[config.mk]
export PLATFORM = sky130hd
export DESIGN_NAME = multicycle_ctrl
export DESIGN_NICKNAME = d
export VERILOG_FILES = /design/src/rtl/multicycle_ctrl.sv
export SDC_FILE = /design/constraint.sdc
export NUM_CORES = 1
export LEC_CHECK = 0
export BUFFER_PORTS_ARGS = -buffer_cell sky130_fd_sc_hd__clkbuf_2
export CORE_UTILIZATION = 39
export CTS_CLUSTER_DIAMETER = 40
export DETAILED_ROUTE_END_ITERATION = 8
export MAX_ROUTING_LAYER = met4
export PLACE_DENSITY = 0.78
export SLEW_MARGIN = 20
export SYNTH_ARGS = -nofsm -noshare
export SYNTH_HDL_FRONTEND = slang
export SYNTH_SLANG_ARGS = --single-unit
[constraint.sdc]
create_clock -name clk -period 2.1 [get_ports clk]
set_clock_uncertainty 0.2 [all_clocks]
set_input_delay 0.21 -clock clk [delete_from_list [all_inputs] [get_ports clk]]
set_output_delay 0.21 -clock clk [all_outputs]
set_load 0.01 [all_outputs]
[src/rtl/multicycle_ctrl.sv]
// Multicycle sequencer for the RV32 subset datapath: steps FETCH..WB with memory waits and traps.
// Optional perf counters are built when PERF_COUNTERS_EN is defined.
module multicycle_ctrl #(
  parameter int MEM_TIMEOUT = 15,
  parameter int CNT_W       = 32
) (
  input  logic             clk,
  input  logic             rst,
  input  logic [6:0]       opcode,
  input  logic             zero,
  input  logic             mem_ready,
  output logic             pc_write,
  output logic             pc_src,
  output logic             ir_write,
  output logic             regwrite,
  output logic             alusrc,
  output logic [1:0]       aluop,
  output logic             memread,
  output logic             memwrite,
  output logic             memtoreg,
  output logic             retire,
  output logic             trap,
  output logic             trap_cause,
  output logic [2:0]       state,
  output logic [CNT_W-1:0] cycle_cnt,
  output logic [CNT_W-1:0] instret
);

  typedef enum logic [2:0] {
    S_IDLE   = 3'd0,
    S_FETCH  = 3'd1,
    S_DECODE = 3'd2,
    S_EXEC   = 3'd3,
    S_MEM    = 3'd4,
    S_WB     = 3'd5,
    S_TRAP   = 3'd7
  } state_t;

  localparam logic [6:0] OP_R   = 7'b0110011;
  localparam logic [6:0] OP_I   = 7'b0010011;
  localparam logic [6:0] OP_LW  = 7'b0000011;
  localparam logic [6:0] OP_SW  = 7'b0100011;
  localparam logic [6:0] OP_BEQ = 7'b1100011;

  // The counter only needs to hold MEM_TIMEOUT-1; the final wait cycle triggers TRAP.
  localparam int              WAIT_W     = (MEM_TIMEOUT > 1) ? $clog2(MEM_TIMEOUT) : 1;
  localparam bit              TIMEOUT_EN = (MEM_TIMEOUT > 0);
  localparam logic [WAIT_W-1:0] WAIT_LAST = WAIT_W'((MEM_TIMEOUT > 0) ? MEM_TIMEOUT - 1 : 0);

  state_t            r_state;
  state_t            w_next;
  logic              r_cause;
  logic              w_next_cause;
  logic [WAIT_W-1:0] r_wait_cnt;

  logic w_is_r, w_is_i, w_is_lw, w_is_sw, w_is_beq;
  logic w_waiting, w_timeout;

  assign w_is_r    = (opcode == OP_R);
  assign w_is_i    = (opcode == OP_I);
  assign w_is_lw   = (opcode == OP_LW);
  assign w_is_sw   = (opcode == OP_SW);
  assign w_is_beq  = (opcode == OP_BEQ);
  assign w_waiting = ((r_state == S_FETCH) || (r_state == S_MEM)) && !mem_ready;
  assign w_timeout = TIMEOUT_EN && w_waiting && (r_wait_cnt == WAIT_LAST);

  always_ff @(posedge clk or negedge rst) begin
    if (!rst) begin
      r_state    <= S_IDLE;
      r_cause    <= 1'b0;
      r_wait_cnt <= '0;
    end else begin
      r_state <= w_next;
      r_cause <= w_next_cause;
      if (w_waiting && !w_timeout && TIMEOUT_EN)
        r_wait_cnt <= r_wait_cnt + 1'b1;
      else
        r_wait_cnt <= '0;
    end
  end

  always_comb begin
    w_next       = r_state;
    w_next_cause = r_cause;
    pc_write     = 1'b0;
    pc_src       = 1'b0;
    ir_write     = 1'b0;
    regwrite     = 1'b0;
    alusrc       = 1'b0;
    aluop        = 2'd0;
    memread      = 1'b0;
    memwrite     = 1'b0;
    memtoreg     = 1'b0;
    retire       = 1'b0;
    trap         = 1'b0;
    case (r_state)
      S_IDLE: w_next = S_FETCH;
      S_FETCH: begin
        memread = 1'b1;
        if (mem_ready) begin
          ir_write = 1'b1;
          pc_write = 1'b1;
          w_next   = S_DECODE;
        end else if (w_timeout) begin
          w_next       = S_TRAP;
          w_next_cause = 1'b1;
        end
      end
      S_DECODE: begin
        if (w_is_r || w_is_i || w_is_lw || w_is_sw || w_is_beq) begin
          w_next = S_EXEC;
        end else begin
          w_next       = S_TRAP;
          w_next_cause = 1'b0;
        end
      end
      S_EXEC: begin
        alusrc = w_is_i || w_is_lw || w_is_sw;
        if (w_is_beq) begin
          aluop    = 2'd1;
          pc_write = zero;
          pc_src   = 1'b1;
          retire   = 1'b1;
          w_next   = S_FETCH;
        end else if (w_is_lw || w_is_sw) begin
          aluop  = 2'd0;
          w_next = S_MEM;
        end else if (w_is_r || w_is_i) begin
          aluop  = 2'd2;
          w_next = S_WB;
        end else begin
          // Opcode changed after DECODE; treat as illegal rather than guess.
          w_next       = S_TRAP;
          w_next_cause = 1'b0;
        end
      end
      S_MEM: begin
        alusrc   = 1'b1;
        memread  = w_is_lw;
        memwrite = !w_is_lw;
        if (mem_ready) begin
          if (w_is_lw) begin
            w_next = S_WB;
          end else begin
            retire = 1'b1;
            w_next = S_FETCH;
          end
        end else if (w_timeout) begin
          w_next       = S_TRAP;
          w_next_cause = 1'b1;
        end
      end
      S_WB: begin
        regwrite = 1'b1;
        memtoreg = w_is_lw;
        retire   = 1'b1;
        w_next   = S_FETCH;
      end
      S_TRAP: trap = 1'b1;
      default: w_next = S_IDLE;
    endcase
  end

  assign state      = r_state;
  assign trap_cause = r_cause;

`ifdef PERF_COUNTERS_EN
  logic [CNT_W-1:0] r_cycle_cnt;
  logic [CNT_W-1:0] r_instret;

  always_ff @(posedge clk or negedge rst) begin
    if (!rst) begin
      r_cycle_cnt <= '0;
      r_instret   <= '0;
    end else begin
      if ((r_state != S_IDLE) && (r_state != S_TRAP))
        r_cycle_cnt <= r_cycle_cnt + 1'b1;
      if (retire)
        r_instret <= r_instret + 1'b1;
    end
  end

  assign cycle_cnt = r_cycle_cnt;
  assign instret   = r_instret;
`else
  assign cycle_cnt = '0;
  assign instret   = '0;
`endif

endmodule

# == Word-level counts from Yosys, hierarchy flattened ==
# Index checks and enable logic that the tools add are counted.
# totals
register_bits,8
latch_bits,0
mem_bits_rw,0
mem_bits_ro,0
in_bits,11
wordCells,77
memories,0
# op_classes
addsub,1
mul,0
div_mod_pow,0
magnitude_cmp,0
eq_ne,18
n_shift,0
muxes,36
n_bitwise,0
reduce_logical,19
# ops
cell,count
3-bit two-way mux,6
3-bit one-hot mux with 6 select lines,1
1-bit two-way mux,17
7-bit by 6-bit equality test with 1-bit output (second input constant),2
2-bit two-way mux,6
2-bit != test (second input constant),5
3-bit equality test (second input constant),3
1-bit logical OR,8
7-bit by 2-bit equality test with 1-bit output (second input constant),1
7-bit by 5-bit equality test with 1-bit output (second input constant),1
7-bit equality test (second input constant),1
7-bit AND reduction,1
3-bit by 2-bit equality test with 1-bit output (second input constant),2
1-bit one-hot mux with 2 select lines,3
1-bit one-hot mux with 3 select lines,2
4-bit by 1-bit adder with 4-bit output (second input constant),1
4-bit equality test (second input constant),1
4-bit two-way mux,1
2-bit OR reduction,2
3-bit by 1-bit equality test with 1-bit output (second input constant),1
1-bit logical AND,3
1-bit zero test,3
3-bit zero test,1
3-bit nonzero test,1
2-bit by 1-bit != test with 1-bit output (second input constant),1

# == Logic depth before layout (Yosys ltp) ==
# logic_depth
depth_word,7
mapped_depth,6
ltp_nobuf,6

# == Worst setup path after synthesis ==
# Ideal clock, no wire load.
# synth_path
path_kind,reg-to-output
startpoint,"reg r_state[2], in the netlist state[2]"
endpoint,out pc_write
arrival_time_ns,1.518
required_time_ns,1.690
path_slack_ns,0.172
path_stages_with_launch,5
n_path_buf,1
cell_sequence,dfrtp_1 > clkbuf_1 > nand2b_1 > nor4_2 > a21o_1
# synth_via
elab_chain_cells,2
# synth_rtl
item,line_no,text
"start, declared",50,state_t r_state;
"start signal, assigned",73,r_state <= w_next;
3-bit by 2-bit equality test with 1-bit output / 3-bit by 1-bit equality test with 1-bit output (equally long branches),96,case (r_state)
1-bit one-hot mux with 2 select lines (*),96,
"end, declared",12,"output logic pc_write,"
# Every way passes the cells marked *; elsewhere a longest branch is shown, timed or not.

# == Worst setup path after layout ==
# layout_path
startpoint,"reg r_state[1], in the netlist state[1]"
endpoint,out pc_write
# The elaborated chain is that of the path after synthesis.

==> results.md <==
- Top post-synthesis cells by area: buf_4 (44%), dfrtp_1 (18%), nor2_1 (2.7%)
- Syn-to-layout area delta: -3.48%
- DRT Wirelength: 1.75 mm
- Die area: 3080 µm²
- Area leader, netlist: buf_4
- Synth Warn #: 0
- PD cells: 832 nW/µm²
- Worst-path maximum fanout: 8
- Final Util: ~39%
- Largest net degree at the start of global routing: 15
- R2r worst-path depth: 6
- Arr. time, crit path: roughly 1600 ps
- Initial antenna violation count: 0
- EDFF count, synth: 0
- Crit Path Class: reg -> out
- Total iterations of the first detailed-routing run: 6
- Peak Freq: around 500 MHz
- R2R setup slack: between 400 and 500 ps
- Leak Pwr: a little over 0.6 nW
- Fin. max-slew vios: 0
- Async S/R FF share, synth: 100%
- Clock Sinks: 8
- Final setup viols: 0
- Vias per inst: 4.13
- Status: complete, no violations
- Mapped Cells: between 100 and 150
- Top_reg_cell synth: dfrtp_1
- Routability cong.: 0.874
- CTS tree: done
- Crit share post-route: 93.1%
- RR Startpoint: r_wait_cnt[0]
- Aggregate global routing overflow: 0
- Nets: 178
- DRC violations left: 0
- Worst-Skew Late Latency: 250 ps
- R2r endpoint: state[1]
- Number of routed nets with antenna violations: 0
- Max-cap violations: 0
- GRT Overall Usage: 11.7%
- Syn Area/Cell: about 8.1 µm²
- Final HPWL DP: 1.31 mm
- Hold Vio Cnt, Final: 0
- Vias in the first global route: 591
- Initial Util: 40.8%
- Longest Clk Path Bufs: 2
- Vias after detailed routing: 802
- Crit path launch: state[1]
- Global-route wire length before repair: 2.73 mm
- Number of diodes: 0
- CORE AREA: 2730 µm²
- Peak VDD IR: 0.000416 V
- Total CTS buffers: 3
- Cell variety after synth: 37
- Wire per inst: 9.02 µm
- Crit end category: output port
- DR iter-0 viols: 20
- Overall die height: 55.5 µm
- Min-Delay Path Class: in -> async
- Clock Tree Root: clkbuf_4
- Setup_tns: 0 ps
- Post-Syn Area: 1110 µm²
- Startpoint class of the critical path: flop
- DIE WIDTH: 55.5 µm
- Seq/Total Area, Yosys: 18.0%
- H-tree depth: 1
- Input/output buffers: 26
- Yosys reg bits: 8
- Final min period: between 1500 and 2000 ps
- Unrepaired setup endpoints after global routing: no
- Post-synth top area share: about 44%
- Worst-path clk slew: roughly 50 ps
- Row cnt: 19
- Worst path required time: 1690 ps
- Share of layout cells above drive strength 1: 22.1%
- IO Count: 91
==> layout by cell type (no fill, tap or decap), types with 3 or more instances in the layout <==
cell type	count
conb_1	64
clkbuf_2	26
nor2_1	8
dfrtp_1	6
nand2b_1	4
nand2_1	4
a21oi_1	3
nor2b_1	3
nand3_1	3
clkbuf_4	3
==> sequential cells by signal, summed over array words and instances (netlist names) <==
name and cells:
trap_cause 1, state 3, r_wait_cnt 4
==> worst max-delay path, cell delays in order (launching register included) <==
cell,delay [ps]
dfrtp_2,440
nand2_1,120
nor4_4,400
a21o_1,190
clkbuf_2,130
==> layer usage <==
layer / vias to the layer above / wire length (µm) / GRT usage [%]
met5: - / 0 / -
met1: 370 / 696 / 13.7
met2: 48 / 893 / 19.3
met3: 5 / 126 / 1.64
met4: 0 / 34 / 6.43
li1: 379 / - / -
==> synth_stat cells, drive strengths merged (2+ instances only) <==
master and number:
buf 65, dfrtp 8, nor2 8, clkbuf 4
nand2 4, nand2b 4, a21oi 3, nand3 3
nor2b 3, a21o 2, and2 2, ha 2
inv 2, nor3 2, nor4 2, o21bai 2
==> layout make-up <==
type / instances / area (µm²)
well taps: 31 / 38.8
fillers: 278 / 1660
clock buffers: 3 / 22.5
flip-flops and latches: 8 / 203
multi-input cells: 121 / 649
inverters: 2 / 7.51
repair buffers: 29 / 155
==> cells by family (layout without fill, tap and decap cells) <==
kind of cell | count (synthesis) | in the layout | share of synthesized area [%]
buffers and inverters | 71 | 34 | 45.8
DFF | 8 | 8 | 18.0
and+or+nand+nor | 37 | 37 | 21.8
xor gates and xnor gates | 2 | 2 | 1.57
adders and majority gates | 2 | 2 | 2.24
other | 1 | 64 | 0.336
AOI/OAI and AO/OA | 16 | 16 | 10.3
==> power by group <==
| group | total [mW] | internal (mW) | leakage [nW] | switching [mW] |
|---|---|---|---|---|
| clock | 0.117 | 0.0653 | 0.0138 | 0.0515 |
| combinational | 0.521 | 0.215 | 0.494 | 0.307 |
| sequential | 0.257 | 0.193 | 0.0999 | 0.0643 |
| total | 0.896 | 0.473 | 0.608 | 0.422 |
==> through the flow <==
stage,worst slack [ps],instance area [µm²],total power [mW],std cells,hold WS [ps]
6_report,144,1080,0.896,194,145
4_1_cts,15.9,1070,0.888,194,137
5_1_grt,75.7,1080,0.970,194,158
2_1_floorplan,172,1350,0.684,200,-286
3_3_place_gp,247,1030,0.757,190,-135
3_5_place_dp,245,1030,0.760,190,-128
==> how the worst max path moves through the flow <==
stage	cells after the start	to	slack [ps]
final	4	pc_write	140
after global placement	4	pc_write	250
after CTS	4	pc_write	20
after floorplan	4	pc_write	170
after global routing	4	pc_write	80
after detailed placement	4	pc_write	250
==> timing repair <==
item	4_1_cts	5_1_grt
hold endpoints to repair	8	0
setup endpoints to repair	1	4
pin swaps	0	1
gates resized for setup	1	2
hold buffers	1	0
setup buffers	0	0
Note: power is estimated with default switching activity, not from simulation.
